--- config.mk ---
export PLATFORM = sky130hd
export DESIGN_NAME = tlb_op_seq
export DESIGN_NICKNAME = d
export VERILOG_FILES = /design/src/rtl/tlb_op_seq.sv
export SDC_FILE = /design/constraint.sdc
export NUM_CORES = 1
export LEC_CHECK = 0
export BUFFER_PORTS_ARGS = -buffer_cell sky130_fd_sc_hd__buf_2
export CAP_MARGIN = 20
export CORE_AREA = 2 2 78 80
export CTS_BUF_LIST = sky130_fd_sc_hd__clkbuf_4
export CTS_CLUSTER_DIAMETER = 50
export CTS_CLUSTER_SIZE = 30
export DETAILED_ROUTE_END_ITERATION = 8
export DIE_AREA = 0 0 80 82
export HOLD_SLACK_MARGIN = 0.12
export PLACE_DENSITY = 0.64
export SYNTH_ARGS = -nofsm -noshare
export SYNTH_HDL_FRONTEND = slang
export SYNTH_SLANG_ARGS = --single-unit
--- constraint.sdc ---
create_clock -name clk -period 1.27 [get_ports clk]
set_input_delay 0.0635 -clock clk [delete_from_list [all_inputs] [get_ports clk]]
set_output_delay 0.0635 -clock clk [all_outputs]
set_load 0.005 [all_outputs]
--- src/rtl/tlb_op_seq.sv ---
// tlb_op_seq
// Sequencer for the TLB-management instructions (TLBP, TLBR, TLBWI) that
// retire from the write-back stage. It accepts one op at a time, shares TLB
// search port 1 with the data-side lookup, issues single-cycle probe, read
// and write strobes, and optionally requests a pipeline refetch.
//
// Configuration macro: TLB_OP_REFETCH_EN
//   defined     - every op ends with a one-cycle FLUSH (flush=1, flush_pc=op_pc+4)
//   not defined - no FLUSH state; flush and flush_pc stay at 0
//
// Ports:
//   clk, rst               core clock, asynchronous active-high reset
//   op_valid/op_ready      WB handshake for one TLB op
//   op_type                01=TLBP, 10=TLBR, 11=TLBWI, 00=none
//   op_pc                  PC of the TLB instruction
//   cp0_entryhi/cp0_index  CP0 EntryHi (probe key) and Index (read/write slot)
//   ds_vpn2/ds_odd/ds_asid data-side search key
//   ds_lock                data side holds port 1 for an in-flight lookup
//   ds_grant               data side owns search port 1 this cycle
//   s1_vpn2/s1_odd/s1_asid search port 1 key to the TLB
//   tlbp_pulse/tlbr_pulse  CP0 capture strobes for probe/read results
//   tlbwi_we/tlb_index     TLB write enable and read/write index
//   flush/flush_pc         refetch request and target
//   busy                   an op is in progress
module tlb_op_seq #(
  parameter int TLBNUM = 16,
  parameter int IDXW   = 4
) (
  input  logic            clk,
  input  logic            rst,
  input  logic            op_valid,
  output logic            op_ready,
  input  logic [1:0]      op_type,
  input  logic [31:0]     op_pc,
  input  logic [31:0]     cp0_entryhi,
  input  logic [31:0]     cp0_index,
  input  logic [18:0]     ds_vpn2,
  input  logic            ds_odd,
  input  logic [7:0]      ds_asid,
  input  logic            ds_lock,
  output logic            ds_grant,
  output logic [18:0]     s1_vpn2,
  output logic            s1_odd,
  output logic [7:0]      s1_asid,
  output logic            tlbp_pulse,
  output logic            tlbr_pulse,
  output logic            tlbwi_we,
  output logic [IDXW-1:0] tlb_index,
  output logic            flush,
  output logic [31:0]     flush_pc,
  output logic            busy
);

  typedef enum logic [2:0] {
    IDLE  = 3'd0,
    WAIT  = 3'd1,
    PROBE = 3'd2,
    READ  = 3'd3,
    WRITE = 3'd4,
    FLUSH = 3'd5
  } state_t;

  state_t state;
  state_t state_next;

  logic accept;

  // An op is taken only from IDLE; op_type 00 is swallowed without effect.
  assign accept = (state == IDLE) && op_valid && (op_type != 2'b00);

  always_ff @(posedge clk or posedge rst) begin
    if (rst) begin
      state <= IDLE;
    end else begin
      state <= state_next;
    end
  end

`ifdef TLB_OP_REFETCH_EN
  logic [31:0] op_pc_q;

  always_ff @(posedge clk or posedge rst) begin
    if (rst) begin
      op_pc_q <= 32'd0;
    end else if (accept) begin
      op_pc_q <= op_pc;
    end
  end

  // Bits that carry no meaning for this block are folded into one sink.
  logic unused_bits;
  assign unused_bits = ^{cp0_entryhi[12:8], cp0_index[31:IDXW], 32'(TLBNUM)};
`else
  logic unused_bits;
  assign unused_bits = ^{cp0_entryhi[12:8], cp0_index[31:IDXW], op_pc, 32'(TLBNUM)};
`endif

  // Next-state and all strobes. The strobe state is left after a single
  // cycle, which keeps the three strobes one-hot and one cycle long.
  always_comb begin
    state_next = state;
    tlbp_pulse = 1'b0;
    tlbr_pulse = 1'b0;
    tlbwi_we   = 1'b0;
    tlb_index  = '0;
    flush      = 1'b0;
    flush_pc   = 32'd0;

    unique case (state)
      IDLE: begin
        if (accept) begin
          unique case (op_type)
            2'b01:   state_next = ds_lock ? WAIT : PROBE;
            2'b10:   state_next = READ;
            default: state_next = WRITE;
          endcase
        end
      end
      WAIT: begin
        if (!ds_lock) begin
          state_next = PROBE;
        end
      end
      PROBE: begin
        tlbp_pulse = 1'b1;
`ifdef TLB_OP_REFETCH_EN
        state_next = FLUSH;
`else
        state_next = IDLE;
`endif
      end
      READ: begin
        tlbr_pulse = 1'b1;
        tlb_index  = cp0_index[IDXW-1:0];
`ifdef TLB_OP_REFETCH_EN
        state_next = FLUSH;
`else
        state_next = IDLE;
`endif
      end
      WRITE: begin
        tlbwi_we   = 1'b1;
        tlb_index  = cp0_index[IDXW-1:0];
`ifdef TLB_OP_REFETCH_EN
        state_next = FLUSH;
`else
        state_next = IDLE;
`endif
      end
      FLUSH: begin
`ifdef TLB_OP_REFETCH_EN
        flush      = 1'b1;
        flush_pc   = op_pc_q + 32'd4;
`endif
        state_next = IDLE;
      end
      default: state_next = IDLE;
    endcase
  end

  assign op_ready = (state == IDLE);
  assign busy     = (state != IDLE);

  // Port 1 belongs to the data side except during the single probe cycle,
  // when it carries the EntryHi key (even page only).
  assign ds_grant = (state != PROBE);
  assign s1_vpn2  = ds_grant ? ds_vpn2 : cp0_entryhi[31:13];
  assign s1_asid  = ds_grant ? ds_asid : cp0_entryhi[7:0];
  assign s1_odd   = ds_grant ? ds_odd  : 1'b0;

endmodule
Word-level counts from Yosys, hierarchy flattened
Cells that the tools add are included.

cells by class
  eq/ne operators = 9
  muxes and demuxes = 12
  reduce and logical (&&, ||, !) cells = 7

operator list
  operator              number
  $mux W19              1
  $pmux W3 S2           2
  $mux W8               1
  $eq A3 B2 Y1 const B  2
  $mux W3               2
  $mux W1               4
  $mux W4               1
  $eq A3 B1 Y1 const B  1
  $eq A3 B3 Y1 const B  1
  $logic_not A3 Y1      1
  $ne A3 B2 Y1 const B  1
  $reduce_bool A3 Y1    1
  $eq A2 B1 Y1 const B  1
  $eq A2 B2 Y1 const B  1
  $logic_and A1 B1 Y1   2
  $mux W2               1
  $ne A2 B1 Y1 const B  1
  $ne A2 B2 Y1 const B  1
  $reduce_and A2 Y1     1
  $reduce_bool A2 Y1    1
  $reduce_or A2 Y1      1

storage, ports and cells
  flip-flop bits (word level) = 3
  input bits = 130

Logic depth before layout (Yosys ltp)
  word-level depth = 5
  depth in mapped cells = 5
  mapped depth without buffers = 5

Least setup slack after synthesis
OpenSTA, ideal clock, no wires.

  kind = flip-flop to output port
  start = register state[2]
  end = output port s1_asid[7]
  arrival = 1218 ps
  required time = 1207 ps
  path slack = -12 ps
  stages on the path, launching flop included = 4
  buffers on the path = 1
  cells stage by stage = dfrtp_1 nor3b_4 buf_6 mux2_2

on the way
  cells in the longest elaborated chain, start to end = 2

ends and longest elaborated chain
  item                    RTL line  RTL
  start, declared         63        state_t state;
  start signal, assigned  75        state <= state_next;
  $ne A3 B2 Y1            166       assign ds_grant = (state != PROBE);
  $mux W8                 168       assign s1_asid = ds_grant ? ds_asid : cp0_entryhi[7:0];
  end, declared           44        output logic [7:0] s1_asid,

No other way between the ends.

Worst setup path in the final report
  start = register state[2]
  end = output port s1_vpn2[6]

on the way
  cells in the longest elaborated chain, start to end = 2

ends and longest elaborated chain
  item           RTL line  RTL
  $ne A3 B2 Y1   166
  $mux W19       167       assign s1_vpn2 = ds_grant ? ds_vpn2 : cp0_entryhi[31:13];
  end, declared  42        output logic [18:0] s1_vpn2,

No other way between the ends.

==> impl_metrics.csv <==
group,metric,value,unit
outcome,status,"finished, violations left",
outcome,violations,"negative setup slack",
clock_tree,cts_buffers,3,
layout,layout_commonest_cell,"buf_2",
grt,grt_max_degree,31,
power_and_ir_drop,switching_power,0.3177,mW
yosys,synthTopCellsByArea,"mux2_2, buf_4, dfrtp_1",
yosys,synth_xor_area_share,0,%
grt,grt-ovfl-total,0,
yosys,synth_top_area_share,32.51,%
clock_tree,cts.htree.levels,1,
layout,final_cell_mix,"buf_2, conb_1, buf_6, mux2_4, buf_4",
worst_setup_path,reg2reg_depth,6,
yosys,synth_mux_area_share,35.12,%
yosys,synth_top_family_by_area,"multiplexers",
grt,grt_usage,6.754,%
power_and_ir_drop,p_per_area,565.8,nW/um^2
layout,largest_register,"state",
power_and_ir_drop,pwr-share-comb,69.9,%
yosys,synth_simple_gate_area_share,14.02,%
layout,largest_register_ffs,3,
worst_setup_path,cp.required,1.21,ns
flow_run,maxCapViolCount,0,
detailed_routing,drt_first_pass_iters,4,
yosys,ys_seq_area_share,8.671,%
grt,grt_antenna_before_repair,0,
worst_setup_path,critical_path.startpoint,"state[2]",
placement,place_congestion,0.6490,
sta,final.min_clock_period,1.670,ns
clock_tree,cts_tree,"done",
sta,hold_violations,0,
worst_setup_path,startpoint_type,"flop",
sta,fin_skew,0.0006063,ns
floorplan,coreArea,5746,um^2
placement,pre_cts_ws,-0.1324,ns
sta,rsz0062_at_grt,"yes",
detailed_routing,drc,0,
clock_tree,root_buffer,"clkbuf_4",
power_and_ir_drop,pwr-share-seq,11.0,%
worst_setup_path,cp-end-kind,"output port",
yosys,avgSynthCellArea,9.211,um^2
power_and_ir_drop,vdd_drop_max,0.3019,mV
yosys,netlist_area,865.8,um^2
min_path,min_path_type,"in2reg",
floorplan,ioPinCount,201,
detailed_routing,ant_nets,0,
worst_setup_path,critPathKind,"reg2out",
worst_setup_path,reg2reg_slack,-0.01,ns
clock_tree,clk_latency,0.24,ns
layout,top_regs,"state (3)",
detailed_routing,drt_iter0_drc,14,
layout,area_growth,107.4,%
sta,max_freq,598.9,MHz
floorplan,die_y,82,um
sta,layout_setup_ws,-0.3996,ns
yosys,synth_compound_area_share,2.746,%
placement,post-dp-hpwl,2.358,mm
power_and_ir_drop,internal_power,0.6982,mW
layout,nets,346,
placement,place_area,1389,um^2
worst_setup_path,r2r-end,"state[2]",
min_path,min_from,"op_valid",
sta,whs,0.2423,ns
detailed_routing,vias,1043,
yosys,yosys_warnings,0,
detailed_routing,viasPerCell,3.634,
floorplan,start_util,15.07,%
yosys,synthAdderAreaFrac,4.335,%
power_and_ir_drop,clkPwrFrac,19.1,%
power_and_ir_drop,sw_frac_of_total,31.28,%
layout,n_antenna_cell,0,
worst_setup_path,cp-endpoint,"s1_vpn2[6]",
layout,drive_above_1_share,75.47,%
min_path,min_path_cells,3,
clock_tree,cts_sinks,3,
placement,portBuffers,102,
floorplan,rows,28,
clock_tree,clkTransAtPathRegs,0.04,ns
worst_setup_path,cp_data_arrival_time,1.61,ns
yosys,synth.largest_area_cell,"mux2_2",
worst_setup_path,cp_max_fo,7,
floorplan,die_w,80,um
sta,slew_violations,0,
sta,finalCritPeriodShare,131.5,%
grt,grt_pass1_wl,3.415,mm
floorplan,die_area,6560,um^2
detailed_routing,post_drt_wl_per_cell,11.71,um
worst_setup_path,r2r_start,"state[2]",
detailed_routing,wirelength,3.361,mm
layout,fin_area,1795,um^2
sta,setup_viol,38,
clock_tree,cts_buffer_depth,2,
yosys,syn_inst,94,
yosys,synthDistinctLibCells,21,
grt,grt_pass1_vias,815,
yosys,ys_ff_latch,3,
power_and_ir_drop,p_leak,1.008,nW
## kinds of logic after synthesis
group / Yosys count
buf+inv: 41
mux: 27
simple gates: 16
compound gates: 3
fa+ha+maj: 3
flops: 3
other cells: 1
## critical path: stages (launching register included)
cell and delay (ns):
dfrtp_1 0.39, nor3b_4 0.23, buf_12 0.15, buf_6 0.13, mux2_2 0.33, buf_2 0.12
## routing by layer
layer | vias up | routed length (um) | part of all wire [%] | global-route usage (%)
li1 | 490 | - | - | -
met1 | 470 | 1094 | 33 | 6.067
met2 | 81 | 1798 | 53 | 13.67
met3 | 2 | 448 | 13 | 2.418
met4 | 0 | 19 | 0.57 | 2.542
met5 | - | 0 | 0 | 0
## worst min-delay path by stage
stage / slack, ns / to
finish: 0.24 / state[2]
global route: 0.25 / state[2]
CTS: 0.23 / state[2]
detailed placement: -0.07 / state[1]
global placement: -0.07 / state[0]
floorplan: -0.18 / state[0]
## metrics by stage
stage | power [mW] | TNS, ns | util (%) | std cells
finish | 1.016 | -12.13 | 31.25 | 287
global route | 1.089 | -14.27 | 31.25 | 287
detailed placement | 0.5877 | -3.644 | 24.17 | 276
global placement | 0.5809 | -3.255 | 24.17 | 276
CTS | 0.8289 | -12.10 | 25.70 | 283
floorplan | 0.4109 | 0 | - | 126
## cell type report
class	instances	area, um^2
Clock buffer	4	30.03
Multi-Input combinational cell	82	734.5
Sequential cell	3	75.07
Inverter	5	18.77
Tap cell	75	93.84
Timing Repair Buffer	118	843.3
Fill cell	615	3950
## Yosys cell counts, drive strengths merged
library cell,number
or3,1
a31oi,1
and2,4
dfrtp,3
inv,5
nand4b,1
ha,3
nor3,1
conb,1
nand2,1
and3b,1
buf,36
o32ai,2
nor2,1
mux2,27
nor2b,2
nor3b,3
or2,1
## what timing repair did
item,in CTS,in global routing
setup buffers,1,1
hold buffers,2,0
endpoints found under the setup margin,39,40
gates cloned,0,3
endpoints found under the hold margin,4,0
resized for setup,6,48
pin swaps,1,2
## power groups by stage
| stage | Clock (mW) | Combinational, mW | Sequential (mW) |
|---|---|---|---|
| 6_report | 0.194 | 0.710 | 0.112 |
| 5_1_grt | 0.209 | 0.767 | 0.113 |
| 4_1_cts | 0.204 | 0.513 | 0.112 |
| 3_5_place_dp | 0 | 0.475 | 0.113 |
| 3_3_place_gp | 0 | 0.468 | 0.113 |
| 2_1_floorplan | 0 | 0.293 | 0.118 |
No activity file was read; power rests on OpenSTA's default activity.
